`config.mk`:
```
export PLATFORM = sky130hd
export DESIGN_NAME = kdf_sequencer_flat
export DESIGN_NICKNAME = d
export VERILOG_FILES = /design/src/rtl/kdf_sequencer_if.sv /design/src/rtl/kdf_sequencer.sv /design/src/flat_wrapper.sv
export SDC_FILE = /design/constraint.sdc
export NUM_CORES = 2
export LEC_CHECK = 0
export ABC_AREA = 0
export CORE_AREA = 2 2 681 683
export DETAILED_ROUTE_END_ITERATION = 8
export DIE_AREA = 0 0 683 685
export DONT_BUFFER_PORTS = 1
export PLACE_DENSITY = 0.3
export SYNTH_ARGS = -nofsm -noshare
export SYNTH_HDL_FRONTEND = slang
export SYNTH_SLANG_ARGS = --single-unit
export TNS_END_PERCENT = 10
```
`constraint.sdc`:
```
create_clock -name clk_i -period 3.1 [get_ports clk_i]
set_input_delay 0.62 -clock clk_i [delete_from_list [all_inputs] [get_ports clk_i]]
set_output_delay 0.62 -clock clk_i [all_outputs]
set_load 0.02 [all_outputs]
```
`src/rtl/kdf_sequencer_if.sv`:
```
// PRF request/response bus between the key-derivation sequencer and an
// external HMAC-PRF core.
interface kdf_sequencer_if;
  logic         prf_req;
  logic         prf_ready;
  logic [255:0] prf_key;
  logic [127:0] prf_msg;
  logic         prf_done;
  logic [255:0] prf_result;

  modport master (
    output prf_req,
    output prf_key,
    output prf_msg,
    input  prf_ready,
    input  prf_done,
    input  prf_result
  );

  modport slave (
    input  prf_req,
    input  prf_key,
    input  prf_msg,
    output prf_ready,
    output prf_done,
    output prf_result
  );
endinterface

```
`src/rtl/kdf_sequencer.sv`:
```
// Derives HMAC, AES and SHA keys from a root secret through an external PRF,
// checks them for zero/duplicate values and locks them until cleared.
module kdf_sequencer (
  input  logic           clk_i,
  input  logic           rst_i,
  input  logic           start_i,
  input  logic           clear_i,
  input  logic [255:0]   root_key_i,
  input  logic           root_key_valid_i,
  input  logic [63:0]    ctx_i,
  kdf_sequencer_if.master prf,
  output logic [255:0]   kdf_hmac_key_o,
  output logic [255:0]   kdf_aes_key_o,
  output logic [255:0]   kdf_sha_key_o,
  output logic           kdf_keys_valid_o,
  output logic           busy_o,
  output logic           error_o
);

  typedef enum logic [2:0] {
    ST_IDLE  = 3'd0,
    ST_REQ   = 3'd1,
    ST_WAIT  = 3'd2,
    ST_CHECK = 3'd3,
    ST_DONE  = 3'd4,
    ST_ERROR = 3'd5,
    ST_CLEAR = 3'd6
  } state_e;

  localparam logic [31:0] LABEL_HMAC = 32'h484D4143;
  localparam logic [31:0] LABEL_AES  = 32'h41455320;
  localparam logic [31:0] LABEL_SHA  = 32'h53484132;
  localparam logic [1:0]  LAST_SLOT  = 2'd2;
  localparam logic [7:0]  TMO_LIMIT  = 8'hFF;

  function automatic logic [31:0] slot_label(input logic [1:0] idx);
    logic [31:0] lbl;
    case (idx)
      2'd0:    lbl = LABEL_HMAC;
      2'd1:    lbl = LABEL_AES;
      2'd2:    lbl = LABEL_SHA;
      default: lbl = 32'd0;
    endcase
    return lbl;
  endfunction

  function automatic logic keys_distinct(input logic [255:0] a,
                                         input logic [255:0] b,
                                         input logic [255:0] c);
    return (a != b) && (a != c) && (b != c);
  endfunction

  state_e       state_q, state_d;
  logic [1:0]   slot_idx_q, slot_idx_d;
  logic [7:0]   tmo_q, tmo_d;
  logic [255:0] hmac_q, hmac_d;
  logic [255:0] aes_q, aes_d;
  logic [255:0] sha_q, sha_d;

  logic         prf_req_q, prf_req_d;
  logic [255:0] prf_key_q, prf_key_d;
  logic [127:0] prf_msg_q, prf_msg_d;
  logic         busy_q, busy_d;
  logic         error_q, error_d;
  logic         valid_q, valid_d;
  logic [255:0] hmac_out_q, hmac_out_d;
  logic [255:0] aes_out_q, aes_out_d;
  logic [255:0] sha_out_q, sha_out_d;
  logic         xfer_s;

  // Next-state and slot register update; clear pre-empts every other event.
  always_comb begin
    state_d    = state_q;
    slot_idx_d = slot_idx_q;
    tmo_d      = tmo_q;
    hmac_d     = hmac_q;
    aes_d      = aes_q;
    sha_d      = sha_q;

    if (clear_i) begin
      state_d = ST_CLEAR;
      hmac_d  = 256'd0;
      aes_d   = 256'd0;
      sha_d   = 256'd0;
    end else begin
      case (state_q)
        ST_IDLE: begin
          if (start_i && root_key_valid_i) begin
            state_d    = ST_REQ;
            slot_idx_d = 2'd0;
          end else if (start_i) begin
            state_d = ST_ERROR;
            hmac_d  = 256'd0;
            aes_d   = 256'd0;
            sha_d   = 256'd0;
          end else begin
            state_d = ST_IDLE;
          end
        end

        ST_REQ: begin
          if (prf.prf_ready) begin
            state_d = ST_WAIT;
            tmo_d   = 8'd0;
          end else begin
            state_d = ST_REQ;
          end
        end

        ST_WAIT: begin
          if (prf.prf_done) begin
            case (slot_idx_q)
              2'd0:    hmac_d = prf.prf_result;
              2'd1:    aes_d  = prf.prf_result;
              2'd2:    sha_d  = prf.prf_result;
              default: hmac_d = hmac_q;
            endcase
            if (prf.prf_result == 256'd0) begin
              state_d = ST_ERROR;
              hmac_d  = 256'd0;
              aes_d   = 256'd0;
              sha_d   = 256'd0;
            end else if (slot_idx_q < LAST_SLOT) begin
              state_d    = ST_REQ;
              slot_idx_d = slot_idx_q + 2'd1;
            end else begin
              state_d = ST_CHECK;
            end
          end else if (tmo_q == TMO_LIMIT) begin
            state_d = ST_ERROR;
            hmac_d  = 256'd0;
            aes_d   = 256'd0;
            sha_d   = 256'd0;
          end else begin
            tmo_d = tmo_q + 8'd1;
          end
        end

        ST_CHECK: begin
          if (keys_distinct(hmac_q, aes_q, sha_q)) begin
            state_d = ST_DONE;
          end else begin
            state_d = ST_ERROR;
            hmac_d  = 256'd0;
            aes_d   = 256'd0;
            sha_d   = 256'd0;
          end
        end

        ST_DONE: begin
          state_d = ST_DONE;
        end

        ST_ERROR: begin
          state_d = ST_ERROR;
          hmac_d  = 256'd0;
          aes_d   = 256'd0;
          sha_d   = 256'd0;
        end

        ST_CLEAR: begin
          state_d    = ST_IDLE;
          slot_idx_d = 2'd0;
          tmo_d      = 8'd0;
          hmac_d     = 256'd0;
          aes_d      = 256'd0;
          sha_d      = 256'd0;
        end

        default: begin
          state_d = ST_ERROR;
          hmac_d  = 256'd0;
          aes_d   = 256'd0;
          sha_d   = 256'd0;
        end
      endcase
    end
  end

  // Output values decoded from the next state so every output leaves a flop.
  always_comb begin
    xfer_s     = (state_d == ST_REQ) || (state_d == ST_WAIT);
    prf_req_d  = (state_d == ST_REQ);
    prf_key_d  = xfer_s ? root_key_i : 256'd0;
    prf_msg_d  = xfer_s ? {slot_label(slot_idx_d), ctx_i, 16'h0100, 16'h0001} : 128'd0;
    busy_d     = (state_d == ST_REQ) || (state_d == ST_WAIT) || (state_d == ST_CHECK);
    error_d    = (state_d == ST_ERROR);
    valid_d    = (state_d == ST_DONE);
    hmac_out_d = valid_d ? hmac_d : 256'd0;
    aes_out_d  = valid_d ? aes_d  : 256'd0;
    sha_out_d  = valid_d ? sha_d  : 256'd0;
  end

  // State, slot and timeout registers.
  always_ff @(posedge clk_i) begin
    if (rst_i) begin
      state_q    <= ST_IDLE;
      slot_idx_q <= 2'd0;
      tmo_q      <= 8'd0;
      hmac_q     <= 256'd0;
      aes_q      <= 256'd0;
      sha_q      <= 256'd0;
    end else begin
      state_q    <= state_d;
      slot_idx_q <= slot_idx_d;
      tmo_q      <= tmo_d;
      hmac_q     <= hmac_d;
      aes_q      <= aes_d;
      sha_q      <= sha_d;
    end
  end

  // Output registers.
  always_ff @(posedge clk_i) begin
    if (rst_i) begin
      prf_req_q  <= 1'b0;
      prf_key_q  <= 256'd0;
      prf_msg_q  <= 128'd0;
      busy_q     <= 1'b0;
      error_q    <= 1'b0;
      valid_q    <= 1'b0;
      hmac_out_q <= 256'd0;
      aes_out_q  <= 256'd0;
      sha_out_q  <= 256'd0;
    end else begin
      prf_req_q  <= prf_req_d;
      prf_key_q  <= prf_key_d;
      prf_msg_q  <= prf_msg_d;
      busy_q     <= busy_d;
      error_q    <= error_d;
      valid_q    <= valid_d;
      hmac_out_q <= hmac_out_d;
      aes_out_q  <= aes_out_d;
      sha_out_q  <= sha_out_d;
    end
  end

  assign prf.prf_req       = prf_req_q;
  assign prf.prf_key       = prf_key_q;
  assign prf.prf_msg       = prf_msg_q;
  assign busy_o            = busy_q;
  assign error_o           = error_q;
  assign kdf_keys_valid_o  = valid_q;
  assign kdf_hmac_key_o    = hmac_out_q;
  assign kdf_aes_key_o     = aes_out_q;
  assign kdf_sha_key_o     = sha_out_q;

endmodule

```
`src/flat_wrapper.sv`:
```
// flat-port wrapper written by rule: the top's interface ports become plain ports
module kdf_sequencer_flat 
  (clk_i, rst_i, start_i, clear_i, root_key_i, root_key_valid_i, ctx_i, kdf_hmac_key_o, kdf_aes_key_o, kdf_sha_key_o, kdf_keys_valid_o, busy_o, error_o, prf_prf_req, prf_prf_key, prf_prf_msg, prf_prf_ready, prf_prf_done, prf_prf_result);
  kdf_sequencer_if prf_i ();
  input  logic clk_i;
  input  logic rst_i;
  input  logic start_i;
  input  logic clear_i;
  input  logic [255:0] root_key_i;
  input  logic root_key_valid_i;
  input  logic [63:0] ctx_i;
  output logic [255:0] kdf_hmac_key_o;
  output logic [255:0] kdf_aes_key_o;
  output logic [255:0] kdf_sha_key_o;
  output logic kdf_keys_valid_o;
  output logic busy_o;
  output logic error_o;
  output wire logic [$bits(prf_i.prf_req)-1:0] prf_prf_req;
  output wire logic [$bits(prf_i.prf_key)-1:0] prf_prf_key;
  output wire logic [$bits(prf_i.prf_msg)-1:0] prf_prf_msg;
  input wire logic [$bits(prf_i.prf_ready)-1:0] prf_prf_ready;
  input wire logic [$bits(prf_i.prf_done)-1:0] prf_prf_done;
  input wire logic [$bits(prf_i.prf_result)-1:0] prf_prf_result;
  assign prf_prf_req = prf_i.prf_req;
  assign prf_prf_key = prf_i.prf_key;
  assign prf_prf_msg = prf_i.prf_msg;
  assign prf_i.prf_ready = prf_prf_ready;
  assign prf_i.prf_done = prf_prf_done;
  assign prf_i.prf_result = prf_prf_result;
  kdf_sequencer u_core (.clk_i(clk_i), .rst_i(rst_i), .start_i(start_i), .clear_i(clear_i), .root_key_i(root_key_i), .root_key_valid_i(root_key_valid_i), .ctx_i(ctx_i), .prf(prf_i), .kdf_hmac_key_o(kdf_hmac_key_o), .kdf_aes_key_o(kdf_aes_key_o), .kdf_sha_key_o(kdf_sha_key_o), .kdf_keys_valid_o(kdf_keys_valid_o), .busy_o(busy_o), .error_o(error_o));
endmodule
```
==> metrics.yaml <==
p_sw_uw: 15960
crit_start: "u_core.aes_q[87]$_SDFF_PP0_"
nets: 9553
grt_usage_pct: 24.05
yosysTopAreaCellShare_pct: 59.51
clk_latency_ns: 1.02
grt_max_degree: 117
period_minus_slack_ns: 4.101
placement.cell_area_mm2: 0.08787
final_hold_viol_count: 4
fin_crit_sh_pct: 132.3
path_class: "flop to flop"
synth_area_leaders: "dfxtp_1, nor2_1, a22oi_1"
end_kind: "flop"
root_buffer: "clkbuf_16"
finalNonFillerCells: 15390
p_comb_share_pct: 9.6
die_w_um: 683
crit_slowest_cell: "a311o_2"
cts_buffers: 230
grt_pass1_vias: 61780
holdCritPathClass: "input pin to flop"
ir_drop_v: 0.0005155
ios: 1739
die_area_mm2: 0.4679
fin_area_mm2: 0.1061
hpwl_um: 478800
p_per_area_mw_per_mm2: 560.9
rsz0062_at_grt: "true"
intPower_uw: 43550
maxCapViolCount: 0
crit_top_cell: "buf_4"
start_kind: "flop"
synth_edf_count: 0
postSynthAreaPerCell_um2: 10.20
cp_max_fo: 24
numPortBuffers: 0
setup_viol: 1684
clock_path_buffers: 4
initial_core_util_pct: 13.72
seq_power_share_pct: 41.5
place_inst: 14240
syn_area_mm2: 0.06328
ys_ff_latch: 1881
p_leak_uw: 0.04139
grt_overflow: 0
holdWs_ns: -0.08465
status: "complete, but fails checks"
syn_to_final_growth_pct: 67.64
die-height_um: 685
layout_setup_ws_ns: -1.001
core-area_mm2: 0.4614
wire_per_inst_um: 38.46
drive_gt1_share_pct: 34.17
synthFlopType: "dfxtp_1"
synthCells: 6203
p_sw_share_pct: 26.82
grt_antenna_before_repair: 141
grt_first_pass_wirelength_um: 719500
vias: 61450
maxSlewViolCount: 0
cts_hold_buffers: 573
cts.htree.levels: 4
violations: "hold timing, setup timing"
finalPower_uw: 59500
drc_errors: 0
firstDrtPassIters: 7
tritoncts: "yes"
placementRows: 250
synth_cell_types: 53
worst_pin_slew_ns: 1.142
clkTransAtPathRegs_ns: 0.06
critPathMaxStageDelay_ns: 0.41
cp.required_ns: 3.91
place_congestion: 0.9826
synth.largest_area_cell: "dfxtp_1"
synthArstFlopShare_pct: 0
fmax_mhz: 243.8
fin_skew_ns: 0.1238
clock_sinks: 1881
antenna_left: 0
wirelength_um: 591700
hold_start: "prf_prf_result[175]"
path_cells: "xor2_1, buf_4, nor4_2, buf_4, nand4_1, nor2_1, nor4b_4, buf_4, a311o_2, buf_6, o221ai_4, buf_12, buf_6, a22oi_1, buf_4, nor2_1"
maxSlewHeadroom_pct: 23.78
clkPwrFrac_pct: 48.9
synth_warnings: 0
reg2reg_from: "u_core.aes_q[87]$_SDFF_PP0_"
critical_path_arrival_ns: 4.91
vias_per_cell: 3.994
synth_seq_area_share_pct: 59.51
dr.first_iter.drc_count: 5036
==> flip-flops by register name, indices dropped and copies added, names as in the netlist <==
name,cells
u_core.aes_q,256
u_core.hmac_q,256
u_core.kdf_aes_key_o,256
u_core.kdf_hmac_key_o,256
u_core.kdf_sha_key_o,256
u_core.prf.prf_key,256
u_core.sha_q,256
u_core.prf.prf_msg,72
u_core.tmo_q,8
u_core.state_q,3
u_core.slot_idx_q,2
u_core.busy_o,1
u_core.error_o,1
u_core.kdf_keys_valid_o,1
u_core.prf.prf_req,1
==> layer usage <==
layer  track usage (%)  routed length, um
met5                 0                 93
met4             14.45              43870
met3             6.052              40170
met2             43.07             294800
met1             25.20             212800
==> cell usage after synthesis, types with 25 or more instances <==
library cell     n
a22oi_1        770
and2_1         325
buf_1           25
buf_2           66
buf_4           57
buf_6           55
clkbuf_1       232
dfxtp_1       1881
inv_1           39
nand4_1        163
nor2_1        1560
nor4_1         168
xnor2_1        495
xor2_1         250
==> power by group through the flow <==
stage          Clock, uW  Combinational, uW  Sequential, uW
2_1_floorplan          0               1380           25100
3_3_place_gp           0               3450           25200
3_5_place_dp           0               3440           25200
4_1_cts            29800               5330           24700
5_1_grt            30700               5810           24700
6_report           29100               5720           24700
==> path summary, 6_finish.rpt <==
| check | slack [ns] | cells after the start | to |
|---|---|---|---|
| setup / recovery | -1.00 | 16 | u_core.kdf_hmac_key_o[11]$_SDFF_PP0_ |
| hold / removal | -0.08 | 2 | u_core.kdf_aes_key_o[175]$_SDFF_PP0_ |
| setup reg to reg | -1.00 | 16 | u_core.kdf_hmac_key_o[11]$_SDFF_PP0_ |
| hold reg to reg | 0.53 | 2 | u_core.tmo_q[7]$_SDFFE_PP0P_ |
==> what timing repair did <==
action / 4_1_cts / 5_1_grt
endpoints found under the hold margin: 1793 / 5
gates cloned: 31 / 15
buffers inserted: 47 / 16
pin swaps: 127 / 116
gates resized for setup: 298 / 234
setup endpoints to repair: 1870 / 1871
==> stage by stage <==
stage                     utilization [%]  worst slack (ns)   TNS, ns
after detailed placement            19.05            -2.039  -2967.89
after global routing                22.97           -0.9255  -1194.31
after CTS                           22.63           -0.9704  -1409.31
after floorplan                         -            0.2670         0
after global placement              19.04            -2.585  -3979.27
final                               22.99            -1.001  -1239.48
==> layout by cell type (no fill, tap or decap), types with 39 or more instances in the layout <==
cell / n
diode_2: 70
clkbuf_1: 39
a22oi_1: 522
clkinv_2: 48
and2_1: 323
dfxtp_1: 1864
buf_12: 158
xor2_1: 242
buf_6: 49
xnor2_1: 453
nor4_1: 132
conb_1: 44
clkbuf_16: 243
buf_4: 2068
nor2_1: 1533
dlygate4sd3_1: 573
inv_1: 39
nand4_1: 163
a22oi_2: 248
==> critical path: cells and delay by family (launching register included) <==
kind,cells,cell delay [ns]
xor+xnor,1,0.30
compound gates,3,0.88
flops,1,0.35
simple gates,5,0.84
buf+inv,7,1.55
==> final cells by class <==
cell class                      count  area, um2
Fill cell                       49800     355300
Clock inverter                    124       1720
Clock buffer                      290       6202
Inverter                           39      146.4
Tap cell                         6174       7725
Antenna cell                       70      175.2
Sequential cell                  1881      37680
Timing Repair Buffer             2917      26770
Multi-Input combinational cell   3891      25660
==> cell families (layout without fill, tap and decap cells) <==
kind of cell               after synthesis  count (layout)  share of synthesized area, %
AOI/OAI and AO/OA                      828             828                         9.872
xor gates and xnor gates               745             745                         10.31
adders and majority gates               10              10                        0.1977
buffers and inverters                  474            3370                         3.933
DFF                                   1881            1881                         59.51
muxes                                    1               1                       0.01582
other                                    1             114                      0.005926
and+or+nand+nor                       2263            2263                         16.16
Power figures use the tool's default switching activity.
